==> config.mk <==
export PLATFORM = sky130hd
export DESIGN_NAME = instr_encoder
export DESIGN_NICKNAME = d
export VERILOG_FILES = /design/src/rtl/mips_isa_pkg.sv /design/src/rtl/instr_word_pack.sv /design/src/rtl/instr_encoder.sv
export SDC_FILE = /design/constraint.sdc
export NUM_CORES = 1
export LEC_CHECK = 0
export BUFFER_PORTS_ARGS = -buffer_cell sky130_fd_sc_hd__buf_2
export CELL_PAD_IN_SITES_DETAIL_PLACEMENT = 1
export CELL_PAD_IN_SITES_GLOBAL_PLACEMENT = 1
export CORE_MARGIN = 8
export CORE_UTILIZATION = 43
export CTS_CLUSTER_DIAMETER = 120
export DETAILED_ROUTE_END_ITERATION = 10
export GPL_ROUTABILITY_DRIVEN = 0
export GPL_TIMING_DRIVEN = 1
export PLACE_DENSITY_LB_ADDON = 0.1
export SLEW_MARGIN = 20
export SYNTH_ARGS = -nofsm -noshare
export SYNTH_HDL_FRONTEND = slang
export SYNTH_HIERARCHICAL = 1
export SYNTH_SLANG_ARGS = --single-unit
==> constraint.sdc <==
create_clock -name clk -period 2.9 [get_ports clk]
set_input_delay 0.58 -clock clk [delete_from_list [all_inputs] [get_ports clk]]
set_output_delay 0.58 -clock clk [all_outputs]
set_load 0.005 [all_outputs]
==> src/rtl/mips_isa_pkg.sv <==
// MIPS ISA constants shared by the instruction encoder and decoder:
// opcodes, R-type functs, operation kinds and field positions.
package mips_isa_pkg;

    localparam int OPCODE_LSB = 26;
    localparam int RS_LSB     = 21;
    localparam int RT_LSB     = 16;
    localparam int RD_LSB     = 11;

    localparam logic [5:0] OP_RTYPE = 6'h00;
    localparam logic [5:0] OP_J     = 6'h02;
    localparam logic [5:0] OP_BEQ   = 6'h04;
    localparam logic [5:0] OP_ADDIU = 6'h09;
    localparam logic [5:0] OP_ORI   = 6'h0D;
    localparam logic [5:0] OP_LUI   = 6'h0F;
    localparam logic [5:0] OP_LW    = 6'h23;
    localparam logic [5:0] OP_SW    = 6'h2B;

    localparam logic [5:0] FN_ADDU = 6'h21;
    localparam logic [5:0] FN_SUBU = 6'h23;
    localparam logic [5:0] FN_AND  = 6'h24;
    localparam logic [5:0] FN_OR   = 6'h25;
    localparam logic [5:0] FN_SLTU = 6'h2B;

    typedef enum logic [3:0] {
        K_ADDU  = 4'd0,  K_SUBU = 4'd1,  K_AND = 4'd2,  K_OR   = 4'd3,
        K_SLTU  = 4'd4,  K_LW   = 4'd5,  K_SW  = 4'd6,  K_BEQ  = 4'd7,
        K_ADDIU = 4'd8,  K_J    = 4'd9,  K_LUI = 4'd10, K_ORI  = 4'd11,
        K_LI    = 4'd12, K_HALT = 4'd13
    } kind_e;

    function automatic logic [31:0] r_word(input logic [4:0] rs, input logic [4:0] rt,
                                           input logic [4:0] rd, input logic [5:0] funct);
        return {OP_RTYPE, rs, rt, rd, 5'd0, funct};
    endfunction

    function automatic logic [31:0] i_word(input logic [5:0] op, input logic [4:0] rs,
                                           input logic [4:0] rt, input logic [15:0] imm);
        return {op, rs, rt, imm};
    endfunction

endpackage

==> src/rtl/instr_word_pack.sv <==
// Combinational packer: kind + fields + current word address -> 32-bit MIPS word.
// Also produces the ori half of an LI so the top can hold it for the second cycle.
module instr_word_pack
    import mips_isa_pkg::*;
#(
    parameter int ADDR_W = 6
) (
    input  logic [3:0]        kind,
    input  logic [4:0]        rs,
    input  logic [4:0]        rt,
    input  logic [4:0]        rd,
    input  logic [31:0]       imm,
    input  logic [ADDR_W-1:0] addr,
    output logic [31:0]       word,
    output logic [31:0]       li_lo_word,
    output logic              illegal
);

    always_comb begin
        word       = '0;
        illegal    = 1'b0;
        li_lo_word = i_word(OP_ORI, rt, rt, imm[15:0]);
        case (kind)
            K_ADDU:  word = r_word(rs, rt, rd, FN_ADDU);
            K_SUBU:  word = r_word(rs, rt, rd, FN_SUBU);
            K_AND:   word = r_word(rs, rt, rd, FN_AND);
            K_OR:    word = r_word(rs, rt, rd, FN_OR);
            K_SLTU:  word = r_word(rs, rt, rd, FN_SLTU);
            K_LW:    word = i_word(OP_LW, rs, rt, imm[15:0]);
            K_SW:    word = i_word(OP_SW, rs, rt, imm[15:0]);
            K_BEQ:   word = i_word(OP_BEQ, rs, rt, imm[15:0]);
            K_ADDIU: word = i_word(OP_ADDIU, rs, rt, imm[15:0]);
            K_ORI:   word = i_word(OP_ORI, rs, rt, imm[15:0]);
            K_LUI:   word = i_word(OP_LUI, 5'd0, rt, imm[15:0]);
            K_LI:    word = i_word(OP_LUI, 5'd0, rt, imm[31:16]);
            K_J:     word = {OP_J, imm[25:0]};
            // jump-to-self: target is this word's own address
            K_HALT:  word = {OP_J, {(26-ADDR_W){1'b0}}, addr};
            default: illegal = 1'b1;
        endcase
    end

endmodule

==> src/rtl/instr_encoder.sv <==
// Instruction encoder / program loader: accepts symbolic ops over valid/ready and
// writes packed MIPS words sequentially into instruction memory.
//
//   state  | meaning
//   IDLE   | ready for a new op while not full
//   LI_LO  | lui half of an LI written; ori half goes out this cycle
module instr_encoder
    import mips_isa_pkg::*;
#(
    parameter int ADDR_W = 6
) (
    input  logic              clk,
    input  logic              reset,
    input  logic              restart,
    input  logic              in_valid,
    output logic              in_ready,
    input  logic [3:0]        in_kind,
    input  logic [4:0]        in_rs,
    input  logic [4:0]        in_rt,
    input  logic [4:0]        in_rd,
    input  logic [31:0]       in_imm,
    output logic              mem_we,
    output logic [ADDR_W-1:0] mem_addr,
    output logic [31:0]       mem_wdata,
    output logic [ADDR_W:0]   count,
    output logic              full,
    output logic              error
);

    typedef enum logic {IDLE = 1'b0, LI_LO = 1'b1} state_e;

    localparam logic [ADDR_W:0] CAP  = {1'b1, {ADDR_W{1'b0}}};
    localparam logic [ADDR_W:0] LAST = {1'b0, {ADDR_W{1'b1}}};

    state_e              state_q, state_d;
    logic [ADDR_W:0]     count_d;
    logic                error_d;
    logic                we_d;
    logic [ADDR_W-1:0]   addr_d;
    logic [31:0]         wdata_d;
    logic [31:0]         lo_q, lo_d;
    logic [31:0]         word, li_lo_word;
    logic                illegal;
    logic [ADDR_W-1:0]   ptr;

    // The pointer never wraps: once count reaches CAP no further writes happen.
    assign ptr      = count[ADDR_W-1:0];
    assign full     = (count == CAP);
    assign in_ready = (state_q == IDLE) && !full;

    instr_word_pack #(.ADDR_W(ADDR_W)) u_pack (
        .kind       (in_kind),
        .rs         (in_rs),
        .rt         (in_rt),
        .rd         (in_rd),
        .imm        (in_imm),
        .addr       (ptr),
        .word       (word),
        .li_lo_word (li_lo_word),
        .illegal    (illegal)
    );

    always_comb begin
        state_d = state_q;
        count_d = count;
        error_d = error;
        we_d    = 1'b0;
        addr_d  = mem_addr;
        wdata_d = mem_wdata;
        lo_d    = lo_q;
        if (restart) begin
            state_d = IDLE;
            count_d = '0;
            error_d = 1'b0;
            addr_d  = '0;
            wdata_d = '0;
        end else begin
            case (state_q)
                IDLE: begin
                    if (in_valid && !full) begin
                        if (illegal) begin
                            error_d = 1'b1;
                        end else if (in_kind == K_LI && count == LAST) begin
                            error_d = 1'b1;
                        end else begin
                            we_d    = 1'b1;
                            addr_d  = ptr;
                            wdata_d = word;
                            count_d = count + 1'b1;
                            if (in_kind == K_LI) begin
                                state_d = LI_LO;
                                lo_d    = li_lo_word;
                            end
                        end
                    end
                end
                LI_LO: begin
                    we_d    = 1'b1;
                    addr_d  = ptr;
                    wdata_d = lo_q;
                    count_d = count + 1'b1;
                    state_d = IDLE;
                end
                default: state_d = IDLE;
            endcase
        end
    end

    always_ff @(posedge clk or posedge reset) begin
        if (reset) begin
            state_q   <= IDLE;
            count     <= '0;
            error     <= 1'b0;
            mem_we    <= 1'b0;
            mem_addr  <= '0;
            mem_wdata <= '0;
            lo_q      <= '0;
        end else begin
            state_q   <= state_d;
            count     <= count_d;
            error     <= error_d;
            mem_we    <= we_d;
            mem_addr  <= addr_d;
            mem_wdata <= wdata_d;
            lo_q      <= lo_d;
        end
    end

endmodule

# Word-level counts from Yosys, hierarchy flattened
# Index checks and enable logic that the tools add are counted.
dict set report word_totals {
  register_bits 75
  output_inout_bits 49
  word_cells 73
}
dict set report op_classes {
  n_addsub 1
  eq_ne 20
  muxes 32
  bitwise 3
  reduce_logical 10
}
# operator n
set ops {}
lappend ops {{$pmux W32 S14} 1}
lappend ops {{$mux W32} 4}
lappend ops {{$pmux W32 S2} 1}
lappend ops {{$mux W7} 4}
lappend ops {{$eq A4 B4 Y1 const B} 6}
lappend ops {{$mux W6} 4}
lappend ops {{$eq A4 B3 Y1 const B} 4}
lappend ops {{$mux W1} 14}
lappend ops {{$pmux W7 S2} 1}
lappend ops {{$reduce_or A14 Y1} 1}
lappend ops {{$pmux W6 S2} 1}
lappend ops {{$eq A4 B2 Y1 const B} 2}
lappend ops {{$add A7 B1 Y7 const B} 1}
lappend ops {{$eq A7 B6 Y1 const B} 1}
lappend ops {{$eq A7 B7 Y1 const B} 1}
lappend ops {{$ne A3 B3 Y1 const B} 2}
lappend ops {{$reduce_and A3 Y1} 2}
lappend ops {{$reduce_and A6 Y1} 1}
lappend ops {{$eq A4 B1 Y1 const B} 1}
lappend ops {{$logic_not A4 Y1} 1}
lappend ops {{$pmux W1 S2} 2}
lappend ops {{$logic_and A1 B1 Y1} 3}
lappend ops {{$ne A3 B1 Y1 const B} 1}
lappend ops {{$ne A3 B2 Y1 const B} 1}
lappend ops {{4 further kinds} 6}

# Depth between registers and ports, before layout
dict set report logic_depth {
  depth_word 7
  ltp_mapped 10
  depth_no_buf 6
}

# By module
# Netlist, hierarchy kept.
# mod instances cells_per_inst area_each_um2 seq_area_each_um2
set by_module_without_submodules {}
lappend by_module_without_submodules {instr_encoder 1 334 3931.3 2001.9}
lappend by_module_without_submodules {instr_word_pack 1 200 1331.3 0.0}

# Least setup slack after synthesis
# Ideal clock, no wire load.
dict set report synth_path {
  kind {input-to-reg}
  start {input port in_kind[3]}
  end {register lo_q[10]}
  t_arrival_ns 2.134
  required_ns 2.775
  setup_slack_ns 0.641
  path_stages 10
  cell_sequence {buf_4 buf_6 nand2_1 nor2_1 nand2b_1 nor3_1 o311a_1 buf_2 buf_6 mux2_4}
}
dict set report synth_between {
  elab_chain_len 4
}
# element line_no
set synth_lines {}
lappend synth_lines {{from (decl)} instr_encoder.sv:17} ;# input logic [3:0] in_kind,
lappend synth_lines {{parallel branches: the longest is 3 deep, another holds $reduce_or A14 Y1} -}
lappend synth_lines {{$reduce_and A6 Y1 (no line) *} -}
lappend synth_lines {{to (signal assigned)} instr_encoder.sv:125} ;# lo_q <= lo_d;
lappend synth_lines {{to (decl)} instr_encoder.sv:41} ;# logic [31:0] lo_q, lo_d;
# Mark *: on every way between the ends.
# A chain may end at the register's enable or synchronous reset.

# Worst setup path in the final report
dict set report layout_path {
  start {register count[4]}
  end {output port in_ready}
}
dict set report layout_between {
  elab_chain_len 3
}
# element line_no
set layout_lines {}
lappend layout_lines {{from (decl)} instr_encoder.sv:25} ;# output logic [ADDR_W:0] count,
lappend layout_lines {{from (signal assigned)} instr_encoder.sv:120} ;# count <= count_d;
lappend layout_lines {{$eq A7 B7 Y1} instr_encoder.sv:48} ;# assign full = (count == CAP);
lappend layout_lines {{$logic_not A1 Y1} instr_encoder.sv:49} ;# assign in_ready = (state_q == IDLE) && !full;
lappend layout_lines {{$logic_and A1 B1 Y1} instr_encoder.sv:49}
lappend layout_lines {{to (decl)} instr_encoder.sv:16} ;# output logic in_ready,
# Every way passes these cells.

==> impl_metrics.py <==
metrics = {
    "status": {
        "status": "finished clean",
    },
    "clock_tree": {
        "clock_latency_ns": 0.34,
        "post_cts_resized": 0,
        "cts_tree": "built",
        "cts.sinks": 80,
        "clockRootBuffer": "clkbuf_16",
        "cts_buffer_depth": 2,
        "numCtsBuffers": 9,
        "post_cts_buffers": 0,
        "postCtsHoldBufs": 0,
        "clkTransAtPathRegs_ns": 0.06,
        "cts_max_level": 3,
    },
    "placement": {
        "place_hpwl_um": 10600,
        "port_buffers": 103,
        "placed_area_sq_um": 5570,
    },
    "sta": {
        "rsz0062_at_grt": "no",
        "max-slew-margin-rel_pct": 44.4,
        "worst_pin_slew_ns": 0.834,
        "min_period_ns": 2.35,
        "drv_slew": 0,
        "hold_viol": 0,
        "fin_crit_sh_pct": 81.1,
        "setup_viol": 0,
        "tns_ns": 0,
        "max_freq_ghz": 0.425,
        "clock_skew_ns": 0.00670,
    },
    "worst_setup_path": {
        "reg2reg_depth": 7,
        "worstPathArrival_ns": 1.77,
        "reg2reg_from": "count[0]$_DFFE_PP0P_",
        "setup.worst_path.start_class": "flop",
        "cp_num_buf_inv": 1,
        "crit_required_ns": 2.32,
        "max_stage_delay_ns": 0.51,
        "cp-end-kind": "primary output",
        "reg2reg_to": "lo_q[19]$_DFFE_PP0P_",
        "worst-path-max-fanout": 8,
        "path_cells": "nor4_1, and3_1, nor2_2, buf_2",
        "slowest_stage": "dfrtp_1",
        "r2r_slack_ns": 0.57,
        "cp_top_family": "simple AND/OR/NAND/NOR gates",
        "crit_type": "flop to primary output",
    },
    "power": {
        "p_leak_nw": 2.73,
        "p_int_mw": 2.28,
        "seqPwrFrac_pct": 42.1,
        "pwr-share-clk_pct": 39.9,
        "irDropWorstVdd_uv": 278,
        "p_per_area_nw_per_um2": 528,
        "p_comb_share_pct": 18.0,
        "p_total_mw": 3.11,
        "switching_share_pct": 26.7,
        "p_switching_mw": 0.832,
    },
    "drt": {
        "routedWlPerCell_um": 20.9,
        "wl_um": 15500,
        "drc": 0,
        "ant_nets": 0,
        "firstDrtPassIters": 4,
        "vias": 4284,
        "viasPerCell": 5.78,
        "drt_iter0_drc": 246,
    },
    "global_routing": {
        "grt_pass1_vias": 4806,
        "overflow": 0,
        "track_usage_pct": 20.0,
        "grt_pass1_wl_um": 25600,
        "grt_max_degree": 65,
        "antenna_found_initial": 0,
    },
    "synth": {
        "yosysTopAreaCellShare_pct": 38.0,
        "synth_warnings": 6,
        "ys_types": 62,
        "synth_top_area_cell": "dfrtp_1",
        "synth_common_cells": "dfrtp_1, nand2_1, nor2_1",
        "syn_avg_cell_area_sq_um": 9.85,
        "ys_ff_latch": 80,
        "yosysMostFrequentCell": "dfrtp_1",
        "synth_area_sq_um": 5260,
        "synth-seq-area-share_pct": 38.0,
        "synth_edf_count": 0,
        "synth_cells": 534,
        "ys.flop_type": "dfrtp_1",
        "netlist_top_cells_area": "dfrtp_1, a311oi_2, mux2_4",
        "synthArstFlopShare_pct": 100,
    },
    "finish": {
        "num-fill-cells": 1394,
        "diodes": 0,
        "fin_nets": 646,
        "drive_gt1_share_pct": 37.7,
        "area_growth_pct": 12.0,
        "design_area_sq_um": 5900,
    },
    "floorplan": {
        "die_w_um": 127,
        "fp.dieH_um": 127,
        "die-area_sq_um": 16000,
        "initial_utilization_pct": 44.0,
        "io_pins": 104,
        "fp-row-count": 40,
        "core_area_sq_um": 12000,
    },
    "flow_run": {
        "maxCapViolations": 0,
    },
    "worst_hold_path": {
        "hold_class": "primary input to asynchronous set/reset pin",
    },
}
==> sequential cells by signal, indices dropped and copies added (netlist names) <==
register	count
mem_we	1
error	1
lo_q	32
state_q	1
count	7
mem_wdata	32
mem_addr	6
==> worst register-to-register path, stage by stage (launching register included) <==
cell,delay (ns)
dfrtp_1,0.49
inv_1,0.13
ha_1,0.21
and3_1,0.26
nor2_2,0.19
o311a_2,0.21
buf_4,0.38
mux2_4,0.35
==> how the worst max path moves through the flow <==
stage / start / end / slack, ns / cells past startpoint
2_1_floorplan: reset / count[0]$_DFFE_PP0P_ / 0.27 / 1
3_3_place_gp: in_kind[1] / mem_wdata[7]$_DFFE_PP0P_ / 0.40 / 7
3_5_place_dp: in_kind[1] / mem_wdata[14]$_DFFE_PP0P_ / 0.39 / 7
4_1_cts: count[4]$_DFFE_PP0P_ / in_ready / 0.52 / 4
5_1_grt: count[0]$_DFFE_PP0P_ / lo_q[11]$_DFFE_PP0P_ / 0.41 / 7
6_report: count[4]$_DFFE_PP0P_ / in_ready / 0.55 / 4
==> through the flow <==
step / setup slack, ns / utilization, % / hold WS (ns) / cells
floorplan: 0.268 / - / 0.459 / 539
global placement: 0.403 / 46.6 / 0.470 / 725
detailed placement: 0.393 / 46.6 / 0.485 / 725
CTS: 0.525 / 49.3 / 0.340 / 741
global route: 0.412 / 49.3 / 0.367 / 741
finish: 0.549 / 49.3 / 0.318 / 741
==> cells by family (layout without fill, tap and decap cells) <==
group                      after synthesis  in the layout  synth area share (%)
adders and majority gates                2              2                 0.475
buffers and inverters                   97            152                  11.6
xor gates and xnor gates                 4              4                 0.666
AOI/OAI and AO/OA                      137            137                  22.7
other                                    2              7                 0.143
DFF                                     80             80                  38.0
and+or+nand+nor                        170            170                  15.5
muxes                                   42             42                  10.8
==> area by class of cell <==
| class | count | area [sq um] | area share [%] |
|---|---|---|---|
| Tap cell | 147 | 184 | 3.12 |
| Timing Repair Buffer | 119 | 648 | 11.0 |
| Clock inverter | 6 | 82.6 | 1.40 |
| Multi-Input combinational cell | 362 | 2680 | 45.4 |
| Sequential cell | 80 | 2000 | 34.0 |
| Inverter | 17 | 65.1 | 1.10 |
| Clock buffer | 10 | 239 | 4.05 |
==> power groups by stage <==
stage	sequential [mW]	clock [mW]	combinational (mW)
floorplan	1.31	0	0.424
global placement	1.32	0	0.547
detailed placement	1.33	0	0.560
CTS	1.31	1.27	0.565
global route	1.33	1.30	0.616
finish	1.31	1.24	0.559
==> metal layers <==
| layer | vias to the layer above | global-route usage [%] | wire, um |
|---|---|---|---|
| met5 | - | 0 | 0 |
| met3 | 15 | 3.85 | 713 |
| met4 | 0 | 6.72 | 219 |
| met2 | 106 | 33.4 | 7460 |
| met1 | 2193 | 25.3 | 7080 |
| li1 | 1970 | - | - |
==> cell usage in the layout, fill, tap and decap left out, drive strengths merged, types with 8 or more instances in the layout <==
cell type  synthesis  final
a21oi             19     19
a311oi            32     32
buf               65    119
clkbuf            15     10
dfrtp             80     80
inv               17     16
mux2              33     33
mux2i              9      9
nand2             87     87
nor2              47     47
nor2b              8      8
o21ai             24     24
o22ai             14     14
Power figures use the tool's default switching activity.
